**config.mk**
```make
export PLATFORM = sky130hd
export DESIGN_NAME = demux3_buffered
export DESIGN_NICKNAME = d
export VERILOG_FILES = /design/src/rtl/demux3_buffered.sv
export SDC_FILE = /design/constraint.sdc
export NUM_CORES = 1
export LEC_CHECK = 0
export ABC_AREA = 0
export CAP_MARGIN = 0
export CELL_PAD_IN_SITES_DETAIL_PLACEMENT = 0
export CELL_PAD_IN_SITES_GLOBAL_PLACEMENT = 1
export CORE_UTILIZATION = 37
export CTS_CLUSTER_DIAMETER = 80
export DETAILED_ROUTE_END_ITERATION = 8
export PLACE_DENSITY_LB_ADDON = 0.08
export SYNTH_ARGS = -nofsm -noshare
export SYNTH_HDL_FRONTEND = slang
export SYNTH_SLANG_ARGS = --single-unit
```
**constraint.sdc**
```tcl
create_clock -name clk -period 2.45 [get_ports clk]
set_input_delay 0.3675 -clock clk [delete_from_list [all_inputs] [get_ports clk]]
set_output_delay 0.3675 -clock clk [all_outputs]
set_load 0.01 [all_outputs]
```
**src/rtl/demux3_buffered.sv**
```systemverilog
// Buffered 1-to-3 demultiplexer: accepted words queue in an in-order FIFO and
// each head word is offered to exactly one of three consumers via valid/ready.
module demux3_buffered #(
   parameter int unsigned W     = 32,
   parameter int unsigned DEPTH = 4,
   parameter int unsigned CNT_W = 8
) (
   input  logic             clk,
   input  logic             rst,
   input  logic             in_valid,
   output logic             in_ready,
   input  logic [1:0]       select_in,
   input  logic [W-1:0]     entrada,
   output logic             valid0,
   output logic             valid1,
   output logic             valid2,
   input  logic             ready0,
   input  logic             ready1,
   input  logic             ready2,
   output logic [W-1:0]     saida0,
   output logic [W-1:0]     saida1,
   output logic [W-1:0]     saida2,
   output logic             erro,
   output logic [CNT_W-1:0] drop_count
);

   localparam int unsigned PTR_W = $clog2(DEPTH);
   localparam int unsigned OCC_W = PTR_W + 1;
   localparam int unsigned ENT_W = W + 2;

   logic [ENT_W-1:0] r_mem [DEPTH];
   logic [PTR_W-1:0] r_wptr;
   logic [PTR_W-1:0] r_rptr;
   logic [OCC_W-1:0] r_occ;
   logic             r_erro;
   logic [CNT_W-1:0] r_drop;

   logic             w_accept;
   logic             w_illegal;
   logic             w_push;
   logic             w_pop;
   logic             w_nonempty;
   logic [ENT_W-1:0] w_head;
   logic [1:0]       w_head_sel;
   logic [W-1:0]     w_head_data;
   logic             w_v0;
   logic             w_v1;
   logic             w_v2;

   // Handshake and head decode, all derived from registered state.
   assign in_ready    = (r_occ != OCC_W'(DEPTH));
   assign w_accept    = in_valid && in_ready && !rst;
   assign w_illegal   = w_accept && (select_in == 2'b11);
   assign w_push      = w_accept && (select_in != 2'b11);
   assign w_nonempty  = (r_occ != '0);
   assign w_head      = r_mem[r_rptr];
   assign w_head_sel  = w_head[ENT_W-1 -: 2];
   assign w_head_data = w_head[W-1:0];

   assign w_v0  = w_nonempty && (w_head_sel == 2'd0);
   assign w_v1  = w_nonempty && (w_head_sel == 2'd1);
   assign w_v2  = w_nonempty && (w_head_sel == 2'd2);
   assign w_pop = (w_v0 && ready0) || (w_v1 && ready1) || (w_v2 && ready2);

   assign valid0 = w_v0;
   assign valid1 = w_v1;
   assign valid2 = w_v2;
   assign saida0 = w_v0 ? w_head_data : '0;
   assign saida1 = w_v1 ? w_head_data : '0;
   assign saida2 = w_v2 ? w_head_data : '0;

   assign erro       = r_erro;
   assign drop_count = r_drop;

   // Storage array carries no reset; entries are only visible while occupied.
   always_ff @(posedge clk) begin
      if (w_push) begin
         r_mem[r_wptr] <= {select_in, entrada};
      end
   end

   // Pointers, occupancy and the illegal-select bookkeeping.
   always_ff @(posedge clk) begin
      if (rst) begin
         r_wptr <= '0;
         r_rptr <= '0;
         r_occ  <= '0;
         r_erro <= 1'b0;
         r_drop <= '0;
      end else begin
         r_erro <= w_illegal;
         if (w_illegal && (r_drop != {CNT_W{1'b1}})) begin
            r_drop <= r_drop + CNT_W'(1);
         end
         if (w_push) begin
            r_wptr <= r_wptr + PTR_W'(1);
         end
         if (w_pop) begin
            r_rptr <= r_rptr + PTR_W'(1);
         end
         case ({w_push, w_pop})
            2'b10:   r_occ <= r_occ + OCC_W'(1);
            2'b01:   r_occ <= r_occ - OCC_W'(1);
            default: r_occ <= r_occ;
         endcase
      end
   end

endmodule

```
==> key figures, run 1 <==
Timing
  – Fin crit share: 112%
  – Min setup slack post-route: -0.282 ns
  – Count of pins over their slew limit: 0
  – Final setup vio count: 100
  – Peak Freq: 366 MHz
  – Post-Route Skew: 0.00739 ns
  – Worst Tran Pin Value: 0.725 ns
  – Final Critical Period: 2.73 ns
  – RSZ-0062 raised after global routing: true
  – Slew headroom: 51.3%
  – Fin. Hold Viols: 0

Placed design
  – Placed cell count: 768
  – Final RePlAce weighted congestion: 0.704
  – I/O Buffers: 148
  – Post-DP HPWL: 8990 µm

Worst setup path
  – Kind of end point of the critical path: output pin
  – Crit-path cells: mux4_2 -> or2_4 -> nor2_4 -> buf_6 -> buf_16 -> buf_12 -> and2_4 -> buf_6
  – Setup crit start kind: register
  – CP max stage delay: 0.53 ns
  – Kind of critical path: reg -> out
  – CP max FO: 5
  – Most used cell, CP: buf_6
  – Required time of the critical path: 2.08 ns
  – CP Data Arrival Time: 2.36 ns
  – Delay-heaviest family, CP: simple AND/OR/NAND/NOR gates
  – Crit path buf inv count: 4
  – Slowest CP cell: mux4_2

CTS
  – Clock latency on the worst-skew pair: 0.42 ns
  – Clock tree buffer depth: 2
  – CTS tree: built
  – Clock sinks: 154
  – CTS root buffer: clkbuf_16
  – Clock Pin Slew Worst Setup and Hold Paths: 0.06 ns
  – Total CTS buffers: 17
  – H-tree depth: 4

Detailed routing
  – Routed len/inst: 19.6 µm
  – Total iterations of the first detailed-routing run: 4
  – DRC viols: 0
  – DRT iter0 DRCs: 221
  – WL final: 16300 µm
  – DR vias: 4068
  – Final ANT Viol Nets: 0
  – Vias per std cell: 4.88

Run
  – Max cap viols: 0

Synth
  – Post-synth net total: 437
  – Synth Register Bits: 154
  – Ys async rst share: 0%
  – Yosys warns: 0
  – Post-synth EDFFs: 136
  – Ys flop type: edfxtp_1
  – Sequential fraction of the synthesis area: 68.5%
  – Cell variety after synth: 36
  – Post-Synthesis Cell Area: 6490 µm²
  – Mapped Cells: 391
  – Average cell area after synthesis: 16.6 µm²

Cells and area
  – # diodes: 0
  – Share of cells above drive strength 1: 48.3%
  – Final core utilization: 55.7%
  – Nets@finish: 642
  – Area growth syn-to-layout: 48.1%
  – Finished Layout Cells: 834

Pwr
  – Peak VDD IR: 0.000653 V
  – Pwr/cell area: 961 nW/µm²
  – P_leak: 3.57 nW

Min path
  – Tightest Hold Check Type: reg -> reg
  – Hold Crit Start: r_rptr[1]

GRT
  – Vias in the first global route: 4052
  – Total global-route track usage: 18.7%
  – First-pass GRT wire length: 24000 µm
  – Largest net degree at the start of global routing: 35
  – Gr ovfl total: 0
  – Initial antenna violation count: 1

Floorplanning
  – Die height: 134 µm
  – Die Wd: 134 µm
  – Row count: 48
  – Core area: 17200 µm²
  – Initial core utilization: 37.6%
  – Full die area: 18100 µm²
  – Boundary Pins: 149

Run status
  – Outcome: finished with violations
  – Failing checks: negative setup slack
## area by class of cell
cell class | count | area, µm²
Clock buffer | 19 | 433
Clock inverter | 13 | 128
Fill cell | 1389 | 7630
Inverter | 5 | 21.3
Multi-Input combinational cell | 211 | 2130
Sequential cell | 154 | 4450
Tap cell | 225 | 282
Timing Repair Buffer | 207 | 2160
## cell usage in the layout, fill, tap and decap left out, types with 5 or more instances in the layout
| cell type | n |
|---|---|
| and2_1 | 41 |
| and2_4 | 56 |
| buf_12 | 14 |
| buf_16 | 5 |
| buf_2 | 41 |
| buf_4 | 20 |
| buf_6 | 75 |
| clkbuf_16 | 18 |
| clkdlybuf4s50_1 | 49 |
| dfxtp_1 | 16 |
| edfxtp_1 | 136 |
| ha_1 | 5 |
| mux4_2 | 34 |
| nand2_1 | 6 |
| nor2_1 | 14 |
| xnor2_1 | 8 |
## synthesized netlist by cell type (2+ instances only)
library cell / count / area [µm²]
edfxtp_1: 136 / 4080
and2_1: 101 / 632
mux4_2: 34 / 766
dfxtp_1: 18 / 360
nor2_1: 18 / 67.6
clkbuf_1: 17 / 63.8
xnor2_1: 8 / 70.1
nand2_1: 6 / 22.5
ha_1: 5 / 62.6
inv_1: 5 / 18.8
a21oi_1: 4 / 20.0
nand2b_1: 4 / 25.0
buf_1: 3 / 11.3
mux2i_1: 3 / 30.0
nor2b_1: 3 / 18.8
nor3_1: 3 / 15.0
nand3_1: 2 / 10.0
nor4_1: 2 / 12.5
o21ai_0: 2 / 10.0
## registers in the layout, indices dropped and copies added, names as in the netlist, named ones only
| signal | flops |
|---|---|
| drop_count | 8 |
| r_rptr | 2 |
| r_occ | 3 |
| erro | 1 |
| r_wptr | 2 |
| r_mem | 136 |
## cell families (layout without fill, tap and decap cells)
| family | after synthesis | after routing | share of synthesized area (%) |
|---|---|---|---|
| flops | 154 | 154 | 68.5 |
| simple gates | 147 | 147 | 13.4 |
| mux | 39 | 39 | 12.7 |
| buf+inv | 26 | 244 | 1.62 |
| compound gates | 10 | 10 | 1.16 |
| xor+xnor | 9 | 9 | 1.33 |
| fa+ha+maj | 6 | 6 | 1.27 |
## what timing repair did
| action | 4_1_cts | 5_1_grt |
|---|---|---|
| resized for setup | 420 | 140 |
| cloned | 9 | 1 |
| hold buffers | 0 | 0 |
| pin swaps | 4 | 3 |
| buffers inserted | 24 | 6 |
| setup endpoints to repair | 100 | 100 |
## stage by stage
step	instance area, µm²	setup TNS, ns	setup WS, ns	hold WS [ns]	power [mW]
after detailed placement	8450	-11.74	-0.151	0.495	5.83
final	9610	-18.34	-0.282	0.520	9.23
after floorplan	6490	-0.0715	-0.0715	0.466	4.52
after global placement	8450	-7.23	-0.0863	0.492	5.79
after global routing	9610	-25.02	-0.355	0.545	9.66
after CTS	9340	-26.52	-0.447	0.513	9.00
## metal layers
layer	vias up	wire (µm)	GRT usage, %
li1	1882	-	-
met1	2028	7170	24.8
met2	137	8000	30.4
met3	19	956	4.57
met4	2	191	5.81
met5	-	11	0
## where the power goes
part / internal, mW / leakage, nW / total, mW / switching [mW]
sequential: 3.00 / 1.38 / 3.08 / 0.0718
combinational: 2.11 / 1.92 / 3.68 / 1.57
clock: 1.49 / 0.270 / 2.48 / 0.993
total: 6.60 / 3.57 / 9.23 / 2.63
## path summary, 6_finish.rpt
check                    to  slack, ns  cells past startpoint
setup reg to reg   r_occ[2]      -0.25                     12
hold reg to reg    register       0.52                      2
hold / removal     register       0.52                      2
setup / recovery  saida2[1]      -0.28                      8
## tightest hold or removal path: stages (launching register included)
cell,delay (ns)
dfxtp_1,0.31
o21ai_0,0.10
a21oi_1,0.07
Power figures use the tool's default switching activity.
==> inputs of run 2 (changes only) <==
--- a/config.mk
+++ b/config.mk
@@ -5,7 +5,6 @@
 export SDC_FILE = /design/constraint.sdc
 export NUM_CORES = 1
 export LEC_CHECK = 0
-export ABC_AREA = 0
 export CAP_MARGIN = 0
 export CELL_PAD_IN_SITES_DETAIL_PLACEMENT = 0
 export CELL_PAD_IN_SITES_GLOBAL_PLACEMENT = 1
==> results of run 2 <==
No change in the layout: final DEF, timing and power equal those of run 1.
==> inputs of run 3 (changes only) <==
--- a/config.mk
+++ b/config.mk
@@ -6,11 +6,12 @@
 export NUM_CORES = 1
 export LEC_CHECK = 0
 export CAP_MARGIN = 0
-export CELL_PAD_IN_SITES_DETAIL_PLACEMENT = 0
-export CELL_PAD_IN_SITES_GLOBAL_PLACEMENT = 1
-export CORE_UTILIZATION = 37
+export CELL_PAD_IN_SITES_DETAIL_PLACEMENT = 1
+export CELL_PAD_IN_SITES_GLOBAL_PLACEMENT = 2
+export CORE_UTILIZATION = 32
 export CTS_CLUSTER_DIAMETER = 80
 export DETAILED_ROUTE_END_ITERATION = 8
+export GPL_ROUTABILITY_DRIVEN = 0
 export PLACE_DENSITY_LB_ADDON = 0.08
 export SYNTH_ARGS = -nofsm -noshare
 export SYNTH_HDL_FRONTEND = slang
==> key figures, run 3 (synthesis gave the netlist of run 1 again) <==
Detailed routing
  – WL final: 17500 µm
  – Final ANT Viol Nets: 0
  – Metal-1 WL: 7440 µm
  – Met2 wire len: 9170 µm
  – DR top layer: met5
  – DRC viols: 0
  – DRT iter0 DRCs: 204
  – Routed wl met3: 739 µm
  – Total iterations of the first detailed-routing run: 4
  – Vias per std cell: 4.72
  – DR vias: 4132
  – Routed len/inst: 20.0 µm

CTS
  – Clock tree buffer depth: 2
  – Hold_buf cts: 0
  – Clock sinks: 154
  – CTS tree: built
  – Clock latency on the worst-skew pair: 0.42 ns
  – Total CTS buffers: 17
  – H-tree depth: 4
  – Clock Pin Slew Worst Setup and Hold Paths: 0.06 ns
  – CTS root buffer: clkbuf_16

GRT
  – Vias in the first global route: 4432
  – Largest net degree at the start of global routing: 35
  – First-pass GRT wire length: 26200 µm
  – Gr ovfl total: 0
  – Total global-route track usage: 17.7%
  – Initial antenna violation count: 2

Timing
  – Worst Tran Pin Value: 0.738 ns
  – Slew headroom: 50.5%
  – Final Critical Period: 2.67 ns
  – Peak Freq: 375 MHz
  – Hold slack: 0.520 ns
  – Post-Route Skew: 0.00985 ns
  – Fin. Hold Viols: 0
  – Post-Route Setup TNS: -12.64 ns
  – Fin crit share: 109%
  – RSZ-0062 raised after global routing: true
  – Min setup slack post-route: -0.217 ns
  – Count of pins over their slew limit: 0
  – Final setup vio count: 95

Run status
  – Outcome: finished with violations
  – Failing checks: negative setup slack

Run
  – Max cap viols: 0

Worst setup path
  – Required time of the critical path: 2.08 ns
  – CP Data Arrival Time: 2.30 ns
  – Kind of critical path: reg -> out
  – Setup crit start kind: register
  – Kind of end point of the critical path: output pin
  – CP max FO: 8

Pwr
  – P_leak: 3.59 nW
  – Net Sw Frac: 29.1%
  – Clock power frac: 25.9%
  – Peak VDD IR: 0.000585 V
  – Combinational power share: 40.9%
  – Internal power: 6.57 mW
  – Overall power: 9.27 mW
  – Pwr/cell area: 948 nW/µm²
  – Sequential Power Share: 33.1%
  – NetSw: 2.70 mW

Placed design
  – I/O Buffers: 148
  – Placed cell count: 811
  – Post-DP HPWL: 10200 µm

Cells and area
  – Most common cell after layout, fill and taps aside: edfxtp_1
  – Biggest register: r_mem
  – Share of cells above drive strength 1: 53.5%
  – Area growth syn-to-layout: 50.7%
  – Fillers: 1919
  – Largest register FFs: 136
  – Nets@finish: 642
  – Most frequent cells in the layout: 136 x edfxtp_1, 100 x buf_6, 87 x and2_4
  – Finished Layout Cells: 875

Floorplanning
  – Die Wd: 144 µm
  – Full die area: 20800 µm²
  – Boundary Pins: 149
  – Core area: 19700 µm²
  – Row count: 51
  – Die height: 144 µm
  – Initial core utilization: 33.0%

Min path
  – Hold Crit Start: r_rptr[1]
  – Tightest Hold Check Type: reg -> reg
-- run 3: cell count changes in the layout (fill, tap and decap cells not counted), sizes merged --
cell and change:
clkinv -2, clkinvlp +2, buf +1, bufinv -1, diode +1
-- run 3: worst max-delay path: stages (launching register included) --
cell     delay [ns]
dfxtp_4        0.36
mux4_2         0.52
buf_6          0.15
buf_6          0.12
nor2_4         0.11
buf_6          0.13
buf_8          0.12
buf_16         0.13
and2_4         0.14
buf_6          0.09
-- run 3: final timing paths --
path	end	slack [ns]	cells past startpoint
worst max-delay path	saida0[3]	-0.22	9
worst min-delay path	register	0.52	2
worst max register to register	r_occ[2]	-0.19	10
worst min register to register	register	0.52	2
-- run 3: per-stage QoR --
step	area [µm²]	setup WS [ns]	utilization, %
finish	9770	-0.217	49.7
global route	9770	-0.325	49.7
CTS	9490	-0.283	48.3
detailed placement	8520	-0.314	43.3
global placement	8520	-0.269	43.3
floorplan	6490	-0.0715	-
-- run 3: final cells by class --
type                    instances  area, µm²  share of cell area (%)
repair buffers                207       2220                    22.8
flip-flops and latches        154       4450                    45.5
clock inverters                12        101                    1.04
clock buffers                  20        437                    4.47
multi-input cells             211       2210                    22.6
diodes                          1       2.50                  0.0256
well taps                     265        332                    3.39
inverters                       5       21.3                   0.218
-- run 3: routing by layer --
layer	global-route usage [%]	vias up
met5	0	-
li1	-	1866
met3	4.24	15
met2	31.0	115
met1	21.8	2134
met4	4.65	2
-- run 3: power groups by stage --
stage | combinational (mW) | clock, mW | sequential, mW
after floorplan | 1.42 | 0 | 3.10
after global placement | 2.70 | 0 | 3.12
after detailed placement | 2.73 | 0 | 3.13
after CTS | 3.64 | 2.45 | 3.07
after global routing | 4.05 | 2.56 | 3.09
final | 3.79 | 2.40 | 3.07
-- run 3: what timing repair did --
item / 4_1_cts / 5_1_grt
hold endpoints to repair: 0 / 0
gates cloned: 9 / 0
pin swaps: 5 / 6
gates resized for setup: 517 / 112
setup buffers: 28 / 5
setup endpoints to repair: 100 / 101
